[config.mk]
export PLATFORM = sky130hd
export DESIGN_NAME = slow_tick_sequencer
export DESIGN_NICKNAME = d
export VERILOG_FILES = /design/src/rtl/slow_tick_sequencer.sv
export SDC_FILE = /design/constraint.sdc
export NUM_CORES = 1
export LEC_CHECK = 0
export CORE_MARGIN = 8
export CORE_UTILIZATION = 44
export CTS_CLUSTER_DIAMETER = 120
export DETAILED_ROUTE_END_ITERATION = 10
export HOLD_SLACK_MARGIN = 0.02
export PLACE_DENSITY_LB_ADDON = 0.3
export SLEW_MARGIN = 20
export SYNTH_ARGS = -nofsm -noshare
export SYNTH_HDL_FRONTEND = slang
export SYNTH_SLANG_ARGS = --single-unit
[constraint.sdc]
create_clock -name clk -period 1.6 [get_ports clk]
set_input_delay 0.4 -clock clk [delete_from_list [all_inputs] [get_ports clk]]
set_output_delay 0.4 -clock clk [all_outputs]
set_load 0.02 [all_outputs]
[src/rtl/slow_tick_sequencer.sv]
`default_nettype none
// ============================================================================
//  Module      : slow_tick_sequencer
//  Description : Synchronises a slow toggle, turns each toggle into a
//                one-cycle tick, and steps an index through STEPS positions
//                under start / stop / single-step control.
//  Revision    : 1.0  initial release
// ============================================================================
module slow_tick_sequencer #(
    parameter int STEPS = 8,
    parameter int W     = 4
) (
    input  logic         clk,
    input  logic         reset,
    input  logic         slow_in,
    input  logic         start,
    input  logic         stop,
    input  logic         single_step,
    input  logic         loop,
    output logic         tick,
    output logic [W-1:0] index,
    output logic         busy,
    output logic         paused,
    output logic         done
);

    // Last legal position; the advance compares against it explicitly
    // so the index never depends on W-bit wrap-around.
    localparam logic [W-1:0] c_LAST_INDEX = W'(STEPS - 1);

    typedef enum logic [1:0] {
        S_IDLE   = 2'd0,
        S_RUN    = 2'd1,
        S_PAUSED = 2'd2
    } state_t;

    state_t       r_state;
    logic         r_s1;
    logic         r_s2;
    logic         r_prev;
    logic         r_armed;
    logic [1:0]   r_arm_cnt;
    logic         r_tick;
    logic [W-1:0] r_index;
    logic         r_busy;
    logic         r_paused;
    logic         r_done;

    logic         w_e;
    logic         w_at_last;
    logic [W-1:0] w_index_adv;

    // Edge of the synchronised toggle, masked until the pipeline has settled
    // so a high slow_in at reset release does not produce a spurious tick.
    assign w_e         = (r_s2 != r_prev) & r_armed;
    assign w_at_last   = (r_index == c_LAST_INDEX);
    assign w_index_adv = w_at_last ? '0 : (r_index + W'(1));

    // Two-flop synchroniser, previous-value flop, arming counter and tick.
    always_ff @(posedge clk or posedge reset) begin
        if (reset) begin
            r_s1      <= 1'b0;
            r_s2      <= 1'b0;
            r_prev    <= 1'b0;
            r_armed   <= 1'b0;
            r_arm_cnt <= 2'd0;
            r_tick    <= 1'b0;
        end else begin
            r_s1   <= slow_in;
            r_s2   <= r_s1;
            r_prev <= r_s2;
            r_tick <= w_e;
            // armed goes high on the third edge after reset release
            if (!r_armed) begin
                r_arm_cnt <= r_arm_cnt + 2'd1;
                r_armed   <= (r_arm_cnt == 2'd2);
            end
        end
    end

    // Sequencer state machine with registered index, busy, paused and done.
    // Requests that are meaningless in the current state are ignored and do
    // not block lower-priority events.
    always_ff @(posedge clk or posedge reset) begin
        if (reset) begin
            r_state  <= S_IDLE;
            r_index  <= '0;
            r_busy   <= 1'b0;
            r_paused <= 1'b0;
            r_done   <= 1'b0;
        end else begin
            r_done <= 1'b0;
            case (r_state)
                S_IDLE: begin
                    r_index <= '0;
                    if (start) begin
                        r_state  <= S_RUN;
                        r_busy   <= 1'b1;
                        r_paused <= 1'b0;
                    end else if (single_step) begin
                        r_state  <= S_PAUSED;
                        r_busy   <= 1'b0;
                        r_paused <= 1'b1;
                        r_index  <= w_index_adv;
                        r_done   <= w_at_last;
                    end
                end
                S_RUN: begin
                    if (stop) begin
                        r_state  <= S_PAUSED;
                        r_busy   <= 1'b0;
                        r_paused <= 1'b1;
                    end else if (w_e) begin
                        r_index <= w_index_adv;
                        r_done  <= w_at_last;
                        // a non-looping run finishes when it wraps
                        if (w_at_last && !loop) begin
                            r_state  <= S_IDLE;
                            r_busy   <= 1'b0;
                            r_paused <= 1'b0;
                        end
                    end
                end
                S_PAUSED: begin
                    if (stop) begin
                        r_state  <= S_IDLE;
                        r_index  <= '0;
                        r_busy   <= 1'b0;
                        r_paused <= 1'b0;
                    end else if (start) begin
                        r_state  <= S_RUN;
                        r_busy   <= 1'b1;
                        r_paused <= 1'b0;
                    end else if (single_step) begin
                        r_index <= w_index_adv;
                        r_done  <= w_at_last;
                    end
                end
                default: begin
                    r_state  <= S_IDLE;
                    r_index  <= '0;
                    r_busy   <= 1'b0;
                    r_paused <= 1'b0;
                end
            endcase
        end
    end

    assign tick   = r_tick;
    assign index  = r_index;
    assign busy   = r_busy;
    assign paused = r_paused;
    assign done   = r_done;

endmodule
`default_nettype wire

# == After elaboration in Yosys (flattened, before gate mapping) ==
# Cells that the tools add are included.
# totals
input_bits,7
out_inout_bits,8
ff_bits,16
word_cells,70
# op_classes
muxes,38
addsub,2
reduce_logical,5
eq_ne,13
bitwise,1
# ops
operator,n
$mux W4,8
$mux W1,18
$ne A3 B3 Y1 const B,6
$mux W2,7
$pmux W4 S3,1
$pmux W1 S3,3
$reduce_and A4 Y1,2
$pmux W2 S3,1
$add A4 B1 Y4 const B,1
$eq A2 B2 Y1 const B,2
$eq A4 B3 Y1 const B,1
$ne A2 B2 Y1 const B,2
$add A2 B1 Y2 const B,1
$eq A2 B1 Y1 const B,1
$logic_not A2 Y1,1
$and A1 B1 Y1,1
$logic_and A1 B1 Y1,1
$logic_not A1 Y1,1
$ne A1 B1 Y1,1

# == Longest topological paths before layout ==
# logic_depth
word_depth,6
depth_mapped,5
depth_no_buf,5

# == Worst setup path after synthesis ==
# OpenSTA, ideal clock, no wires.
# synth_path
kind,flip-flop to flip-flop
start,register r_index[0] (netlist: index[0])
end,register r_state[1]
n_path_buf,0
stages_incl_launch_ff,6
required_time_ps,1524
path_slack_ps,-109
synth_period_minus_slack_ps,1709
setup_ps,76
arrival_time_ps,1633
path_cell_list,dfrtp_1 > ha_1 > and4bb_1 > a31oi_1 > or4_1 > o21ai_1
# synth_between
elab_chain_len,4
# synth_lines
item,line,rtl
"start, declared",44,logic [W-1:0] r_index;
"start signal, assigned",104,r_index <= w_index_adv;
"start signal, assigned",114,r_index <= w_index_adv;
"start signal, assigned",135,r_index <= w_index_adv;
$eq A4 B3 Y1,56,assign w_at_last = (r_index == c_LAST_INDEX);
$logic_and A1 B1 Y1,117,if (w_at_last && !loop) begin
$ne A3 B3 Y1 (no source line),n/a,
$reduce_and A4 Y1 (no source line),n/a,
"end signal, assigned",118,r_state <= S_IDLE;
"end signal, assigned",126,r_state <= S_IDLE;
"end signal, assigned",131,r_state <= S_RUN;
"end, declared",37,state_t r_state;
# Every way passes these cells.
# A chain may end at the register's enable or synchronous reset.

# == Worst setup path after layout ==
# layout_path
start,input single_step
end,register r_index[2] (netlist: index[2])
# layout_between
elab_chain_len,3
elab_cells_between_ends,5
cone_classes,eq/ne (1); mux (3); reduce/logical (1)
# layout_lines
item,line,rtl
"start, declared",18,"input logic single_step,"
$mux W4,100,end else if (single_step) begin
$mux W4,96,if (start) begin
$pmux W4 S3,93,case (r_state)
# Parallel ways exist; a longest one is shown, timed or not.

==> flow_metrics.tcl <==
set metrics [dict create \
    status "finished, final reports clean" \
    cts_buffers 3 \
    synth_async_sr_flop_share_pct 100 \
    overflow 0 \
    synth_nets 78 \
    syn_area_um2 753 \
    avgSynthCellArea_um2 10.9 \
    grt_antenna_before_repair 0 \
    finalSetupViolCount 0 \
    slew_viol_final 0 \
    cts_htree_levels 1 \
    max_freq_ghz 0.630 \
    seq_area_um2 404 \
    use_met3_pct 4.26 \
    globalplace.congestion 0.808 \
    wire_per_inst_um 14.4 \
    dp_hpwl_um 1270 \
    rsz0062_at_grt "true" \
    worstRegToRegCells 4 \
    vias_per_cell 5.15 \
    ys_ff_latch 16 \
    grt_pass1_wl_um 2790 \
    grt_use_total_pct 11.1 \
    period_share_pct 99.2 \
    clock_latency_ps 290 \
    rrSetupSlack_ps 60 \
    multi_input_area_um2 373 \
    grt_pass1_vias 627 \
    drive_gt1_share_pct 34.3 \
    initial_utilization_pct 45.1 \
    grt_use_met2_pct 17.5 \
    slew_headroom_pct 79.9 \
    p_leak_nw 0.530 \
    grt.busiest_layer "met2" \
    hold_viol 0 \
    path_buf_inv 1 \
    path_max_fanout 4 \
    n_fill_cell 137 \
    die_area_mm2 0.00329 \
    wl_um 1670 \
    syn-instance-count 69 \
    drt-pass1-iter-count 4 \
    worst_slew_pin_slew_ps 301 \
    drt_iter0_drc 3 \
    io_buffers 14 \
    finalPower_mw 1.54 \
    seq_area_frac_synth_pct 53.2 \
    die_x_um 57.4 \
    synth-edff-count 0 \
    critPathTopFamily "simple AND/OR/NAND/NOR gates" \
    drc_errors 0 \
    cts_root_buffer "clkbuf_4" \
    nNetsFinal 109 \
    cp-start-kind "input port" \
    rows 15 \
    r2r_end "index[2]" \
    finalClockSkew_ps 12.6 \
    yosys_warnings 0 \
    crit_path_end_kind "flip-flop" \
    peakVddDrop_uv 705 \
    crit_arrival_ps 1780 \
    clock_sink_count 16 \
    drv_cap 0 \
    fin_util_pct 64.9 \
    critical_path.cell_chain "clkdlybuf4s50_1, nor2b_2, nor2_4, or2_4, a221o_1" \
    place_ws_ps -388 \
    cp_slowest_cell "clkdlybuf4s50_1" \
    cts_hold_buf 0 \
    setup_ws_ps 13.5 \
    coreArea_mm2 0.00167 \
    dieHeight_um 57.4 \
    min_period_ps 1590 \
    dr_total_vias 597 \
    worstHoldPathType "input port to asynchronous set/reset pin" \
    power-per-cell-area_mw_per_mm2 1420 \
    syn_to_final_growth_pct 44.0 \
    grt_max_degree 10 \
    antennaDiodeCount 0 \
    crit_type "input port to flip-flop" \
    ys_types 34 \
    cp_slowest_stage_delay_ps 460 \
    gr-usage-met1_pct 12.8 \
    final_antenna_net_count 0 \
    critPathRequiredTime_ps 1790 \
    clkSlewWorstSetupHoldPaths_ps 100 \
    cts_tree "built" \
    io_pins 15 \
    cts_buffer_depth 2 \
    r2r_start "r_state[0]" \
    ys.flop_type "dfrtp_1" \
]
-- cell families (layout without fill, tap and decap cells) --
| kind of cell | count (synthesis) | after routing | synth area share, % |
|---|---|---|---|
| compound gates | 15 | 15 | 13.8 |
| xor+xnor | 2 | 2 | 2.33 |
| fa+ha+maj | 2 | 2 | 3.32 |
| buf+inv | 8 | 38 | 4.15 |
| flops | 16 | 16 | 53.2 |
| mux | 1 | 1 | 1.33 |
| simple gates | 25 | 25 | 21.9 |
-- stage by stage --
| stage | area [um2] | instances | setup TNS, ps | hold WS (ps) |
|---|---|---|---|---|
| floorplan | 768 | 69 | 0 | 314 |
| global placement | 1010 | 111 | -2430 | 332 |
| detailed placement | 1010 | 111 | -2690 | 339 |
| CTS | 1070 | 116 | 0 | 344 |
| global route | 1080 | 116 | -17.9 | 366 |
| finish | 1080 | 116 | 0 | 337 |
-- worst max-delay path by stage --
stage	from	end	slack, ps	depth (start not counted)
3_3_place_gp	stop	index[2]	-350	6
5_1_grt	single_step	index[2]	-20	5
6_report	single_step	index[2]	10	5
3_5_place_dp	stop	index[2]	-390	6
4_1_cts	index[0]	index[0]	1	2
2_1_floorplan	index[0]	r_state[1]	10	5
-- synth_stat cells, types with 2 or more instances --
| library cell | count | area share, % |
|---|---|---|
| nand2_1 | 4 | 2.0 |
| and2b_1 | 2 | 2.0 |
| ha_1 | 2 | 3.3 |
| nor3_1 | 3 | 2.0 |
| nor2b_1 | 2 | 1.7 |
| a21oi_1 | 2 | 1.3 |
| o21ai_0 | 4 | 2.7 |
| inv_1 | 7 | 3.5 |
| nor3b_1 | 2 | 2.0 |
| o31ai_1 | 2 | 2.0 |
| dfrtp_1 | 16 | 53 |
-- report_power, final --
group          internal, mW  leakage (nW)  total, mW  switching (mW)
Combinational         0.358         0.323      0.688           0.329
Sequential            0.490         0.186      0.583          0.0937
Clock                 0.139        0.0210      0.271           0.133
Total                 0.987         0.530       1.54           0.556
-- layout by cell type (no fill, tap or decap), drive strengths merged --
cell type	count
a21oi	2
a221o	1
a22o	2
a311o	1
a311oi	1
a31oi	1
and2	1
and2b	2
and4bb	1
buf	13
clkbuf	5
clkdlybuf4s15	1
clkdlybuf4s50	5
dfrtp	16
dlygate4sd2	7
ha	2
inv	7
mux2i	1
nand2	4
nand3	1
nand3b	1
nor2	2
nor2b	2
nor3	3
nor3b	2
o21ai	5
o31ai	2
or2	2
or3	1
or3b	2
or4	1
xnor2	1
xor2	1
-- registers in the layout (all words and copies together) (netlist names) --
name	flops
index	4
busy	1
r_state	2
r_prev	1
r_s2	1
tick	1
done	1
r_armed	1
r_arm_cnt	2
r_s1	1
paused	1
-- repair_timing --
action | CTS | global route
resized for setup | 14 | 7
pin swaps | 3 | 3
endpoints found under the setup margin | 14 | 6
buffers inserted | 2 | 0
cloned | 0 | 0
-- worst register-to-register path: cells and delay by family, from the launching register on --
| kind | cells | cell delay, ps |
|---|---|---|
| AOI/OAI and AO/OA | 1 | 300 |
| DFF | 1 | 480 |
| and+or+nand+nor | 3 | 660 |
-- routing by layer --
| layer | vias to the layer above | wire, um |
|---|---|---|
| met4 | 0 | 17 |
| met1 | 279 | 773 |
| met3 | 2 | 84 |
| met5 | - | 0 |
| met2 | 12 | 794 |
| li1 | 304 | - |
-- cell type report --
type                       count  area share [%]
tap                           17            1.96
inverter                       7            2.42
multi-input combinational     45            34.4
clock buffer                   4            3.34
timing repair buffer          27            20.6
sequential                    16            37.3
(Power assumes the default switching activity.)
